[src/rtl/seg_scan_driver.sv]
// -----------------------------------------------------------------------------
// seg_scan_driver
//
// Time-multiplexed 8-digit seven-segment driver for a common-anode display.
// A 32-bit count is shown as 8 hex digits; digit k shows value[4k+3:4k].
// The value is captured into a shadow register once per scan frame, so the
// display never tears mid-frame.
//
// Parameters
//   SCAN_DIV    clock cycles each digit stays lit (>= 1)
//
// Ports
//   clk         system clock, rising edge
//   rst_n       asynchronous active-low reset
//   value       32-bit count to display
//   hold        1 = suppress the frame-boundary capture (display freezes)
//   force_load  1 = capture value on the next edge regardless of hold
//   dp_in       per-digit decimal point, active-high, not shadowed
//   an          digit enables, active-low, one-hot-low after reset
//   seg         segments {g,f,e,d,c,b,a}, active-low
//   dp          decimal point, active-low
//   frame_done  one-cycle pulse after each frame-boundary edge
//
// Build option
//   SEG_LZ_BLANK_EN  when defined, leading zeros (digits 1..7) are blanked
// -----------------------------------------------------------------------------
module seg_scan_driver #(
  parameter int SCAN_DIV = 100000
) (
  input  logic        clk,
  input  logic        rst_n,
  input  logic [31:0] value,
  input  logic        hold,
  input  logic        force_load,
  input  logic [7:0]  dp_in,
  output logic [7:0]  an,
  output logic [6:0]  seg,
  output logic        dp,
  output logic        frame_done
);

  localparam int DIV_W = (SCAN_DIV > 1) ? $clog2(SCAN_DIV) : 1;
  localparam logic [DIV_W-1:0] DIV_LAST = DIV_W'(SCAN_DIV - 1);

  logic [DIV_W-1:0] div_cnt;
  logic [2:0]       dig;
  logic [31:0]      shadow;

  logic             tick;
  logic             frame_edge;
  logic             capture;
  logic [3:0]       nib;
  logic             blank;
  logic [6:0]       seg_next;

  // Hex to active-low {g,f,e,d,c,b,a}.
  function automatic logic [6:0] hex_to_seg(input logic [3:0] h);
    logic [6:0] s;
    case (h)
      4'h0: s = 7'h40;
      4'h1: s = 7'h79;
      4'h2: s = 7'h24;
      4'h3: s = 7'h30;
      4'h4: s = 7'h19;
      4'h5: s = 7'h12;
      4'h6: s = 7'h02;
      4'h7: s = 7'h78;
      4'h8: s = 7'h00;
      4'h9: s = 7'h10;
      4'hA: s = 7'h08;
      4'hB: s = 7'h03;
      4'hC: s = 7'h46;
      4'hD: s = 7'h21;
      4'hE: s = 7'h06;
      default: s = 7'h0E;
    endcase
    return s;
  endfunction

  assign tick       = (div_cnt == DIV_LAST);
  assign frame_edge = tick && (dig == 3'd7);
  // force_load and a frame boundary on the same edge both load the same
  // value, so a plain OR gives the single capture.
  assign capture    = force_load || (frame_edge && !hold);

  // NOTE: every signal assigned in always_comb gets a default first, so no
  // path leaves it unassigned and no latch is inferred.
  always_comb begin
    blank    = 1'b0;
    nib      = shadow[{dig, 2'b00} +: 4];
`ifdef SEG_LZ_BLANK_EN
    // Blank digit k > 0 when it and every more-significant nibble are zero.
    blank    = (dig != 3'd0) && ((shadow >> {dig, 2'b00}) == 32'd0);
`endif
    seg_next = blank ? 7'h7F : hex_to_seg(nib);
  end

  // NOTE: sequential state uses non-blocking assignments so every flop
  // samples the pre-edge values of its neighbours, independent of order.
  always_ff @(posedge clk or negedge rst_n) begin
    if (!rst_n) begin
      div_cnt <= '0;
      dig     <= 3'd0;
    end else if (tick) begin
      div_cnt <= '0;
      dig     <= dig + 3'd1;
    end else begin
      div_cnt <= div_cnt + 1'b1;
    end
  end

  // NOTE: the shadow register is reset even though it is data, because the
  // display must show "0" immediately after reset rather than garbage.
  always_ff @(posedge clk or negedge rst_n) begin
    if (!rst_n) begin
      shadow <= '0;
    end else if (capture) begin
      shadow <= value;
    end
  end

  // Outputs are registered from the current dig/shadow, so they lag by one
  // cycle and reach the pins glitch-free.
  always_ff @(posedge clk or negedge rst_n) begin
    if (!rst_n) begin
      an         <= 8'hFF;
      seg        <= 7'h7F;
      dp         <= 1'b1;
      frame_done <= 1'b0;
    end else begin
      an         <= ~(8'd1 << dig);
      seg        <= seg_next;
      dp         <= ~dp_in[dig];
      frame_done <= frame_edge;
    end
  end

endmodule

[config.mk]
export PLATFORM = sky130hd
export DESIGN_NAME = seg_scan_driver
export DESIGN_NICKNAME = d
export VERILOG_FILES = /design/src/rtl/seg_scan_driver.sv
export SDC_FILE = /design/constraint.sdc
export NUM_CORES = 1
export LEC_CHECK = 0
export ABC_AREA = 0
export CAP_MARGIN = 20
export CORE_MARGIN = 4
export CORE_UTILIZATION = 52
export DETAILED_ROUTE_END_ITERATION = 6
export HOLD_SLACK_MARGIN = 0.05
export PLACE_DENSITY = 0.9
export SKIP_LAST_GASP = 1
export SLEW_MARGIN = 20
export SYNTH_ARGS = -nofsm -noshare
export SYNTH_HDL_FRONTEND = slang
export SYNTH_SLANG_ARGS = --single-unit
[constraint.sdc]
create_clock -name clk -period 3.15 [get_ports clk]
set_input_delay 0.315 -clock clk [delete_from_list [all_inputs] [get_ports clk]]
set_output_delay 0.315 -clock clk [all_outputs]
set_load 0.05 [all_outputs]
==> flow_summary.json, run 1 <==
{
  "outcome": "finished, final reports clean",
  "synthesis.instances": 236,
  "die_area_um2": 7840,
  "clk_root_buffer_cell": "sky130_fd_sc_hd__clkbuf_8",
  "worst_skew_pair.late_latency_ns": 0.34,
  "synth_top_flop_cell": "sky130_fd_sc_hd__dfrtp_1",
  "start_util_pct": 53.4,
  "relSlewSlack_pct": 48.1,
  "crit_path_cell_trace": "mux4_2 -> mux2i_1 -> inv_1 -> ha_1 -> and3_1 -> a211o_1",
  "maxSlewViolCount": 0,
  "floorplan.rows": 29,
  "grt_first_pass_wirelength_um": 10900,
  "critical_path_class": "flip-flop to flip-flop",
  "postSynthAreaPerCell_um2": 14.3,
  "die_h_um": 88.5,
  "worst_path_max_delay_cell": "sky130_fd_sc_hd__dfrtp_1",
  "netlist-cell-type-count": 42,
  "timing_worst_slew_pin_value_ns": 0.772,
  "rsz0062_at_grt": "no",
  "final_report_setup_violation_count": 0,
  "mostFrequentLayoutCells": "sky130_fd_sc_hd__clkdlybuf4s50_1, sky130_fd_sc_hd__dfrtp_1, sky130_fd_sc_hd__mux2_4",
  "fin_crit_ns": 2.58,
  "timing.max_cap.violations": 0,
  "grt_antenna_before_repair": 0,
  "first_global_vias": 2235,
  "multiInputGateArea_um2": 1530,
  "critical-path-max-stage-delay_ns": 0.70,
  "diodes": 0,
  "synth_top_cell_area_share_pct": 39.3,
  "ys_async_sr_fraction_pct": 100,
  "regArea_um2": 1750,
  "power.density_nw_per_um2": 495,
  "worstPathBufferInverterCount": 1,
  "pwr-share-seq_pct": 46.3,
  "overall_power_mw": 2.13,
  "detail_route.drc_violations": 0,
  "layout.nets": 361,
  "drt-pass1-iter-count": 4,
  "grt_start_max_net_pins": 49,
  "globalplace.congestion": 0.917,
  "syn_nets": 292,
  "detail-route-antenna-nets": 0,
  "dp_hpwl_um": 4670,
  "post_route_cells_drive_above_1_share_pct": 28.7,
  "timing.critical_path.to_type": "flip-flop",
  "report.final.hold_viol_count": 0,
  "clock_tree_from_tritoncts": "done",
  "clk_pin_slew_ns": 0.07,
  "synth_top_cells_by_area": "sky130_fd_sc_hd__dfrtp_1, sky130_fd_sc_hd__mux2_4, sky130_fd_sc_hd__dfstp_2",
  "cts_repair_resize_count": 0,
  "mostFrequentLayoutCell": "sky130_fd_sc_hd__clkdlybuf4s50_1",
  "worstPathRequired_ns": 3.41,
  "worst_ir_drop_vdd_mv": 0.335,
  "p_leak_nw": 1.88,
  "vias": 2080,
  "grt.total_usage_pct": 18.5,
  "min_period_over_period_pct": 81.9,
  "path_max_fanout": 9,
  "viasPerCell": 5.37,
  "p_int_mw": 1.62,
  "fillers": 447,
  "synth_warnings": 0,
  "fin_tns_setup_ns": 0,
  "setup.worst_path.start_class": "flip-flop",
  "synth-edff-count": 0,
  "flip_flop_and_latch_count_after_synthesis": 69,
  "htreeDepth": 3,
  "p_sw_share_pct": 23.7,
  "cts.sink_count": 69,
  "comb_power_share_pct": 15.8,
  "die_wd_um": 88.5,
  "timing.critical_path.max_delay_family": "multiplexers",
  "drt_iter0_drc": 44,
  "area.growth.synth_to_final_pct": 27.5,
  "cts-root-to-sink-buffers": 2,
  "pwr-share-clk_pct": 37.9,
  "yosysSeqAreaShare_pct": 51.8,
  "port_buffers": 60,
  "critical_path_arrival_ns": 2.84,
  "coreArea_um2": 6310,
  "ioPinCount": 61,
  "grt_remaining_overflow": 0,
  "numCtsBuffers": 9,
  "switching_power_uw": 505,
  "synth_area_um2": 3370,
  "routed_wl_um": 6450,
  "achievable-frequency_mhz": 388,
  "detailed_route_wire_length_per_cell_um": 16.7,
  "yosysTopAreaCell": "sky130_fd_sc_hd__dfrtp_1",
  "timing.hold.worst.class": "input port to async pin",
  "fin_worst_skew_ns": 0.00901
}
## cell families after synthesis
group | share of synthesized area [%]
compound gates | 2.86
xor+xnor | 3.64
simple gates | 8.72
fa+ha+maj | 4.45
buf+inv | 3.08
flops | 51.8
mux | 25.5
## worst reg2reg max path, stage by stage, from the launching register on
cell and delay (ns):
sky130_fd_sc_hd__dfrtp_1 0.70, sky130_fd_sc_hd__mux4_2 0.58, sky130_fd_sc_hd__mux2i_1 0.42, sky130_fd_sc_hd__inv_1 0.13
sky130_fd_sc_hd__ha_1 0.27, sky130_fd_sc_hd__and3_1 0.16, sky130_fd_sc_hd__a211o_1 0.23
## final cells by class
class                           instances  area share (%)
Inverter                               12            1.05
Tap cell                               77            2.24
Sequential cell                        69            40.6
Timing Repair Buffer                   66            15.3
Multi-Input combinational cell        147            35.6
Clock buffer                           12            3.61
Clock inverter                          4            1.63
## flip-flops by register name (all words and copies together) (netlist names)
signal / flops
an: 8
dig: 3
div_cnt: 17
dp: 1
frame_done: 1
seg: 7
shadow: 32
## power by group through the flow
stage | clock network [mW] | logic (mW) | registers [mW]
3_3_place_gp | 0 | 0.327 | 0.999
3_5_place_dp | 0 | 0.334 | 1.00
2_1_floorplan | 0 | 0.153 | 1.05
4_1_cts | 0.823 | 0.339 | 0.985
5_1_grt | 0.867 | 0.358 | 0.991
6_report | 0.806 | 0.336 | 0.986
## per-stage QoR
stage / hold WS [ns] / cells / cell area (um2) / util, % / setup slack (ns)
2_1_floorplan: 0.0194 / 236 / 3370 / - / 0.823
3_3_place_gp: 0.298 / 370 / 4060 / 64.4 / 0.702
3_5_place_dp: 0.296 / 370 / 4060 / 64.4 / 0.570
4_1_cts: 0.467 / 387 / 4300 / 68.1 / 0.542
5_1_grt: 0.511 / 387 / 4300 / 68.1 / 0.344
6_report: 0.462 / 387 / 4300 / 68.1 / 0.571
## Yosys cell counts (all sizes together) (2+ instances only)
cell    instances
clkbuf          2
mux4           10
or4b            2
nor4            3
nand3           7
buf             6
or4             2
nor3            2
o31ai           3
dfrtp          53
or3             3
o21ai           4
nand2          13
dfstp          16
a21oi           3
ha             12
nor2            9
mux2i          11
nand4           3
xor2            3
xnor2          11
inv            12
mux2           35
## metal layers
layer	GRT usage, %	share of wire, %
met1	25.1	47
met3	4.66	5.3
met2	28.8	46
met4	7.42	2.1
met5	0	0
## final timing paths
check / start / end / slack [ns] / depth (start not counted)
hold reg to reg: div_cnt[13]$_DFF_PN0_ / div_cnt[13]$_DFF_PN0_ / 0.49 / 1
hold / removal: rst_n / shadow[18]$_DFFE_PN0P_ / 0.46 / 2
setup / recovery: dig[0]$_DFFE_PN0N_ / seg[0]$_DFF_PN1_ / 0.57 / 6
setup reg to reg: dig[0]$_DFFE_PN0N_ / seg[0]$_DFF_PN1_ / 0.57 / 6
max in group asynchronous: rst_n / div_cnt[13]$_DFF_PN0_ / 1.73 / 3
min in group clk: div_cnt[13]$_DFF_PN0_ / div_cnt[13]$_DFF_PN0_ / 0.49 / 1
## what timing repair did
action / in CTS / in global routing
buffers inserted: 0 / 0
endpoints found under the hold margin: 14 / 0
hold buffers: 1 / 0
(Power assumes the default switching activity.)
==> run 2: changes to the inputs <==
--- a/config.mk
+++ b/config.mk
@@ -8,10 +8,10 @@
 export ABC_AREA = 0
 export CAP_MARGIN = 20
 export CORE_MARGIN = 4
-export CORE_UTILIZATION = 52
+export CORE_UTILIZATION = 47
 export DETAILED_ROUTE_END_ITERATION = 6
 export HOLD_SLACK_MARGIN = 0.05
-export PLACE_DENSITY = 0.9
+export PLACE_DENSITY = 0.87
 export SKIP_LAST_GASP = 1
 export SLEW_MARGIN = 20
 export SYNTH_ARGS = -nofsm -noshare
==> constraint.sdc (replaced) <==
create_clock -name clk -period 2.3 [get_ports clk]
set_input_delay 0.23 -clock clk [delete_from_list [all_inputs] [get_ports clk]]
set_output_delay 0.23 -clock clk [all_outputs]
set_load 0.05 [all_outputs]
==> run 2 against run 1 <==
Compared with the run above:
- cell count rose by 7.0%
- hold slack got worse by 0.029 ns
- highest routed layer unchanged
- die area rose by 9.7%
- sequential power rose by 37%
- setup slack got worse by 0.44 ns
- first-iteration DRC count rose by 89%
- critical path type unchanged
- register-to-register slack got worse by 0.44 ns
- sequential cell count did not move
- via count rose by 0.91%
- combinational power rose by 40%
- total power rose by 37%
- critical path depth rose by 1
==> flow_summary.json, run 2 (same netlist as run 1, synthesis figures left out) <==
{
  "die_h_um": 92.7,
  "final_cell_count_no_fill": 414,
  "fin_crit_ns": 2.17,
  "report.final.hold_viol_count": 0,
  "port_buffers": 60,
  "largest_register_ff_count": 32,
  "grt_remaining_overflow": 0,
  "worstPathBufferInverterCount": 2,
  "vias": 2099,
  "worst_ir_drop_vdd_mv": 0.383,
  "timing.critical_path.max_delay_family": "multiplexers",
  "fin_worst_skew_ns": 0.00992,
  "grt.total_usage_pct": 16.2,
  "routed_wl_um": 6410,
  "achievable-frequency_mhz": 462,
  "relSlewSlack_pct": 58.7,
  "maxSlewViolCount": 0,
  "detail-route-antenna-nets": 0,
  "coreArea_um2": 6870,
  "worst_skew_pair.late_latency_ns": 0.34,
  "max_flop_register": "shadow",
  "htreeDepth": 3,
  "globalplace.congestion": 0.791,
  "detailed_route_wire_length_per_cell_um": 15.5,
  "detail_route.drc_violations": 0,
  "critical_path_arrival_ns": 2.42,
  "clock_tree_from_tritoncts": "done",
  "final_report_setup_violation_count": 0,
  "cts_setup_buffers": 0,
  "cts.sink_count": 69,
  "die_area_um2": 8590,
  "grt_start_max_net_pins": 33,
  "layout.nets": 369,
  "viasPerCell": 5.07,
  "grt_antenna_before_repair": 0,
  "p_leak_nw": 1.92,
  "clk_root_buffer_cell": "sky130_fd_sc_hd__clkbuf_8",
  "numPlacedInstances": 397,
  "first_global_vias": 2185,
  "numCtsBuffers": 9,
  "mostFrequentLayoutCell": "sky130_fd_sc_hd__clkdlybuf4s50_1",
  "timing.reg2reg.setup_slack_ns": 0.13,
  "path_max_fanout": 11,
  "fin_tns_setup_ns": 0,
  "fillers": 500,
  "timing.max_cap.violations": 0,
  "outcome": "finished, final reports clean",
  "area.growth.synth_to_final_pct": 30.7,
  "crit_path_cell_trace": "buf_12 -> mux4_2 -> mux2i_4 -> inv_1 -> ha_1 -> mux2_2 -> o21ai_0",
  "die_wd_um": 92.7,
  "reg_top3": "shadow (32), div_cnt (17), an (8)",
  "critical_path_class": "flip-flop to flip-flop",
  "grt_first_pass_wirelength_um": 10600,
  "min_period_over_period_pct": 94.2,
  "timing.critical_path.to_type": "flip-flop",
  "start_util_pct": 49.1,
  "timing_worst_slew_pin_value_ns": 0.619,
  "timing.hold.worst.class": "input port to async pin",
  "ioPinCount": 61,
  "worst_path_max_delay_cell": "sky130_fd_sc_hd__mux4_2",
  "mostFrequentLayoutCells": "sky130_fd_sc_hd__clkdlybuf4s50_1, sky130_fd_sc_hd__dfrtp_1, sky130_fd_sc_hd__mux2_4",
  "dp_hpwl_um": 4850,
  "diodes": 0,
  "drt_iter0_drc": 83,
  "power.density_nw_per_um2": 659,
  "cts-root-to-sink-buffers": 2,
  "rsz0062_at_grt": "no",
  "floorplan.rows": 30,
  "critical-path-max-stage-delay_ns": 0.55,
  "drt-pass1-iter-count": 4,
  "post_route_cells_drive_above_1_share_pct": 31.1,
  "clk_pin_slew_ns": 0.07,
  "worstPathRequired_ns": 2.56,
  "setup.worst_path.start_class": "flip-flop"
}
-- run 2: worst register-to-register path, cell delays in order (launching register included) --
cell	delay, ns
sky130_fd_sc_hd__dfrtp_1	0.40
sky130_fd_sc_hd__buf_12	0.16
sky130_fd_sc_hd__mux4_2	0.56
sky130_fd_sc_hd__mux2i_4	0.19
sky130_fd_sc_hd__inv_1	0.09
sky130_fd_sc_hd__ha_1	0.24
sky130_fd_sc_hd__mux2_2	0.26
sky130_fd_sc_hd__o21ai_0	0.19
-- run 2: final timing paths --
kind / startpoint / end / depth (start not counted)
worst max-delay path: dig[0]$_DFFE_PN0N_ / seg[4]$_DFF_PN1_ / 7
min in group clk: div_cnt[0]$_DFF_PN0_ / div_cnt[0]$_DFF_PN0_ / 1
worst max register to register: dig[0]$_DFFE_PN0N_ / seg[4]$_DFF_PN1_ / 7
max in group asynchronous: rst_n / an[3]$_DFF_PN1_ / 3
worst min register to register: div_cnt[0]$_DFF_PN0_ / div_cnt[0]$_DFF_PN0_ / 1
worst min-delay path: rst_n / shadow[24]$_DFFE_PN0P_ / 2
-- run 2: area by class of cell --
cell class	instances	area [um2]	area share, %
Clock buffer	10	138	3.12
Clock inverter	6	86.3	1.96
Inverter	12	45.0	1.02
Multi-Input combinational cell	147	1540	35.0
Sequential cell	69	1750	39.6
Tap cell	96	120	2.73
Timing Repair Buffer	74	728	16.5
-- run 2: power by group --
part           leakage (nW)  internal (mW)  switching, mW  total [mW]
sequential            0.821           1.31         0.0392        1.35
clock                 0.112          0.638          0.451        1.09
combinational         0.984          0.255          0.214       0.470
-- run 2: layer usage --
layer | GRT usage, % | vias up | part of all wire [%]
met5 | 0 | - | 0
met4 | 6.96 | 0 | 0.75
met3 | 3.49 | 4 | 4.9
met2 | 26.8 | 51 | 50
met1 | 20.4 | 1044 | 44
li1 | - | 1000 | -
-- run 2: repair_timing --
action,4_1_cts,5_1_grt
hold endpoints to repair,20,0
hold buffers,1,0
endpoints found under the setup margin,0,1
gates resized for setup,0,1
-- run 2: per-stage QoR --
stage	hold WS, ns	util, %	power, mW	instance area [um2]	setup slack (ns)
floorplan	-0.0656	-	1.65	3380	0.00730
global placement	0.273	60.6	1.82	4160	0.188
detailed placement	0.279	60.6	1.84	4160	0.107
CTS	0.440	64.0	2.94	4400	0.0672
global route	0.481	64.2	3.02	4410	0.0505
finish	0.433	64.2	2.90	4410	0.134
==> RTL edit 1, RTL diff (settings of run 2) <==
Change the parameter `SCAN_DIV` from 100000 to 200000.
--- a/src/rtl/seg_scan_driver.sv
+++ b/src/rtl/seg_scan_driver.sv
@@ -26,5 +26,5 @@
 // -----------------------------------------------------------------------------
 module seg_scan_driver #(
-  parameter int SCAN_DIV = 100000
+  parameter int SCAN_DIV = 200000
 ) (
   input  logic        clk,
Formal check against the unedited RTL: same outputs for any inputs over 10 cycles, from zero or initial values and one cycle with rst_n low; that may be too few to reach the edited logic, so the function may still have changed.
==> RTL edit 1 against run 2 <==
  * Non-clock buffer count down 3
  * Wire length down 0.16%
  * Cell area down 2.4%
  * Sequential cell count up 1
  * Worst setup slack worse by 19 ps
  * Final cell count up 0.72%
  * Fmax down 0.88%
  * Total power down 8.5%
  * Die area down 1.1%
  * Count of clock-buffer cells in the layout up 4
  * Synthesized area down 1.2%
  * Critical path type unchanged
  * Largest power group unchanged
==> RTL edit 1: results (changes against run 2) <==
| Metric | Value |
|---|---|
| Status | completed |
| Area delta synth->final | 29.1% |
| Post-Synth XOR/XNOR Area | 4.47% (+0.83 points) |
| Finished Layout Cells | 417 (+0.72%) |
| Adder-Cell Fraction of Synth Area | 4.51% (+0.055 points) |
| Number of global-route vias before repair | 2215 (+1.4%) |
| Slowest CP cell | mux4_1 |
| Multi-In Gates | 153 (+4.1%) |
| Area of the multi-input gates | 0.00149 mm² (-3.6%) |
| Synthesized area per cell | 13.8 µm² (-3.7%) |
| P_sw | 666 µW (-5.5%) |
| Fill cell count | 544 (+8.8%) |
| Placement Cell Area | 0.00412 mm² (-1.1%) |
| CORE AREA | 0.00683 mm² (-0.55%) |
| Final net count | 373 (+1.1%) |
| Synthesized Nets | 298 (+2.1%) |
| Sequential area share after synthesis | 53.2% (+1.4 points) |
| Placer Congestion | 0.785 (-0.85%) |
| FF+latch count | 70 (+1.4%) |
| ClkCell Share | 3.90% (-1.2 points) |
| Pre-CTS WS | 52.9 ps (-54.3 ps) |
| Bufs w/o clock | 71 (-4.1%) |
| Multiplexer area fraction after synthesis | 23.4% (-2.0 points) |
| Sequential share of cell area | 41.2% (+1.6 points) |
| Initial detailed-routing violation count | 97 (+17%) |
| Non-clk buf share | 16.4% (-0.11 points) |
| Worst Path Max Fanout | 7 (-4) |
| Vias/cell | 5.14 (+1.4%) |
| GRT Overall Usage | 16.4% (+0.27 points) |
| Compound-Gate Fraction of Synth Area | 2.25% (-0.60 points) |
==> RTL edit 1: path summary, 6_finish.rpt <==
| path | startpoint | end | slack (ps) | depth (start not counted) |
|---|---|---|---|---|
| setup / recovery | dig[0] | seg[0] | 110 | 6 |
| hold / removal | rst_n | div_cnt[16] | 410 | 2 |
| setup reg to reg | dig[0] | seg[0] | 110 | 6 |
| hold reg to reg | div_cnt[0] | div_cnt[0] | 480 | 1 |
| max in group asynchronous | rst_n | seg[2] | 1200 | 3 |
| min in group clk | value[1] | shadow[1] | 480 | 2 |
==> RTL edit 1: timing repair <==
item,4_1_cts,5_1_grt
gates resized for setup,0,2
buffers inserted,0,0
endpoints found under the setup margin,0,3
hold buffers,1,0
endpoints found under the hold margin,19,0
==> RTL edit 1: kinds of logic after synthesis <==
group           count (synthesis)
fa+ha+maj                      12
buf+inv                        19
simple gates                   58
xor+xnor                       17
flops                          70
compound gates                 10
mux                            56
==> RTL edit 2, RTL diff (flow settings as in run 2) <==
Without the edit above. Register the inputs `value`, `hold`, `force_load` and `dp_in` before use. The logic sees them one clock later.
--- a/src/rtl/seg_scan_driver.sv
+++ b/src/rtl/seg_scan_driver.sv
@@ -43,4 +43,16 @@
   localparam logic [DIV_W-1:0] DIV_LAST = DIV_W'(SCAN_DIV - 1);
 
+  logic [31:0] value_q;
+  logic hold_q;
+  logic force_load_q;
+  logic [7:0] dp_q;
+
+  always_ff @(posedge clk) begin
+    value_q      <= value;
+    hold_q       <= hold;
+    force_load_q <= force_load;
+    dp_q         <= dp_in;
+  end
+
   logic [DIV_W-1:0] div_cnt;
   logic [2:0]       dig;
@@ -82,5 +94,5 @@
   // force_load and a frame boundary on the same edge both load the same
   // value, so a plain OR gives the single capture.
-  assign capture    = force_load || (frame_edge && !hold);
+  assign capture    = force_load_q || (frame_edge && !hold_q);
 
   // NOTE: every signal assigned in always_comb gets a default first, so no
@@ -116,5 +128,5 @@
       shadow <= '0;
     end else if (capture) begin
-      shadow <= value;
+      shadow <= value_q;
     end
   end
@@ -131,5 +143,5 @@
       an         <= ~(8'd1 << dig);
       seg        <= seg_next;
-      dp         <= ~dp_in[dig];
+      dp         <= ~dp_q[dig];
       frame_done <= frame_edge;
     end
Behaviour: not the same (a bounded check fails within 4 cycles, from zero or initial values and one cycle with rst_n low).
==> RTL edit 2 against run 2 <==
  * Global-route usage is 0.66 points lower
  * Synthesized area is 25% higher
  * Wire length is 20% higher
  * Cell area is 19% higher
  * Total power is 26% higher
  * Sequential cell count is 42 higher
  * Worst setup slack worse by 20 ps
  * Sequential share of layout area is 9.6 points higher
  * Critical endpoint unchanged
  * Largest power group unchanged
==> RTL edit 2: results (changes against run 2) <==
| Metric | Value |
|---|---|
| Status | completed |
| Clock slew at reported path FFs | 100 ps (+30 ps) |
| Adder-Cell Fraction of Synth Area | 3.56% (-0.90 points) |
| Most frequent cells after synthesis | dfrtp_1, dfxtp_1, mux2_4, dfstp_2 |
| Routed WL | 7680 µm (+20%) |
| Critical Path AT | 2480 ps (+60 ps) |
| Worst Path Max Fanout | 12 (+1) |
| Net Sw Frac | 24.8% (+0.53 points) |
| CP Launch Point | dig[0] |
| HPWL after DPL | 5490 µm (+13%) |
| Multiplexer area fraction after synthesis | 20.3% (-5.1 points) |
| DRT Pass-1 Iters | 4 (unchanged) |
| Synthesized Nets | 335 (+15%) |
| Finished Layout Cells | 472 (+14%) |
| Sequential area share after synthesis | 61.3% (+9.5 points) |
| Post-Place Cells | 450 (+13%) |
| Pre-CTS WS | 25.2 ps (-82.0 ps) |
| Vias | 2411 (+15%) |
| Share of layout cells above drive strength 1 | 28.8% (-2.3 points) |
| Syn Inst Count | 279 (+18%) |
| Worst path max stage delay | 520 ps (-30 ps) |
| Worst Tran Pin Value | 654 ps (+35.1 ps) |
| Largest net degree at the start of global routing | 44 (+33%) |
| Slowest CP cell | mux4_2 |
| Top post-synthesis cells by area | dfrtp_1, dfxtp_1, mux2_4 |
| GRT Overall Usage | 15.5% (-0.66 points) |
| Number of distinct library cells after synthesis | 44 (+4.8%) |
| Async SR Flop Fraction | 62.2% (-38 points) |
| First-pass GRT wire length | 12500 µm (+17%) |
| Worst vdd ir | 0.419 mV (+9.4%) |
| LEAKAGE | 0.00229 µW (+19%) |
| Top flop regs | shadow (32), value_q (32), div_cnt (17) |
| Skew final | 11.5 ps (+1.57 ps) |
| Fin crit period | 2190 ps (+19.7 ps) |
| Later-pin clock latency in the skew report | 370 ps (+30 ps) |
| Worst setup EP type | flop |
| Flop-to-flop setup slack | 110 ps (-20 ps) |
| CTS Buffer Depth | 2 (unchanged) |
| R2R depth | 8 (+1) |
| Number of port buffers | 60 (unchanged) |
| Post-Synth XOR/XNOR Area | 2.90% (-0.73 points) |
| Compound-Gate Fraction of Synth Area | 2.31% (-0.55 points) |
| Number of global-route vias before repair | 2476 (+13%) |
| Hold wc startpoint | value[5] |
| Yosys top cell area share | 31.4% (-7.9 points) |
| Placer Congestion | 0.820 (+3.6%) |
| Tightest Hold Check Type | in2reg |
| Initial detailed-routing violation count | 72 (-13%) |
| Final net count | 415 (+12%) |
-- RTL edit 2: final cells by class --
| cell class | count | area, µm² |
|---|---|---|
| inverters | 12 | 45.0 |
| repair buffers | 77 | 763 |
| clock inverters | 6 | 41.3 |
| multi-input cells | 148 | 1550 |
| well taps | 108 | 135 |
| clock buffers | 10 | 138 |
| flip-flops and latches | 111 | 2590 |
| fillers | 650 | 3460 |
-- RTL edit 2: worst min-delay path by stage --
stage / to / slack (ps) / depth (start not counted)
2_1_floorplan: dig[0] / -70 / 0
3_5_place_dp: div_cnt[16] / 290 / 1
3_3_place_gp: div_cnt[16] / 280 / 1
5_1_grt: value_q[3] / 270 / 1
6_report: value_q[5] / 290 / 1
4_1_cts: value_q[9] / 280 / 1
-- RTL edit 2: power groups by stage --
stage,registers [µW],logic (µW),clock network (µW)
final,2130,476,1060
after global routing,2140,507,1160
after CTS,2130,474,1090
after detailed placement,2170,467,0
after global placement,2160,452,0
after floorplan,2230,209,0
-- RTL edit 2: routing by layer --
| metal | routed length (µm) | GRT usage (%) |
|---|---|---|
| met4 | 167 | 7.07 |
| met1 | 3460 | 20.9 |
| met2 | 3750 | 24.5 |
| met5 | 0 | 0 |
| met3 | 305 | 2.91 |
-- RTL edit 2: worst register-to-register path, stage by stage (launching register included) --
cell and delay, ps:
dfrtp_1 380, buf_12 150, mux4_2 530, mux2i_1 180, buf_4 160, inv_1 60
ha_1 240, mux2_2 290, o21ai_2 130
-- RTL edit 2: cells by family after synthesis --
group,after synthesis
AO/OA/AOI/OAI,14
XOR/XNOR,14
adder cells (fa/ha/maj),12
buffers and inverters,20
flip-flops,111
multiplexers,56
AND/OR/NAND/NOR,52
-- RTL edit 2: repair_timing --
item | 4_1_cts | 5_1_grt
cloned | 0 | 0
resized for setup | 1 | 3
pin swaps | 0 | 0
hold buffers | 1 | 0
hold endpoints to repair | 25 | 0
setup buffers | 1 | 4
endpoints found under the setup margin | 1 | 4
-- RTL edit 2: stage by stage --
| step | instance area [µm²] | util (%) |
|---|---|---|
| 5_1_grt | 5260 | 60.3 |
| 2_1_floorplan | 4220 | - |
| 4_1_cts | 5220 | 59.8 |
| 6_report | 5260 | 60.3 |
| 3_3_place_gp | 5020 | 57.6 |
| 3_5_place_dp | 5020 | 57.6 |
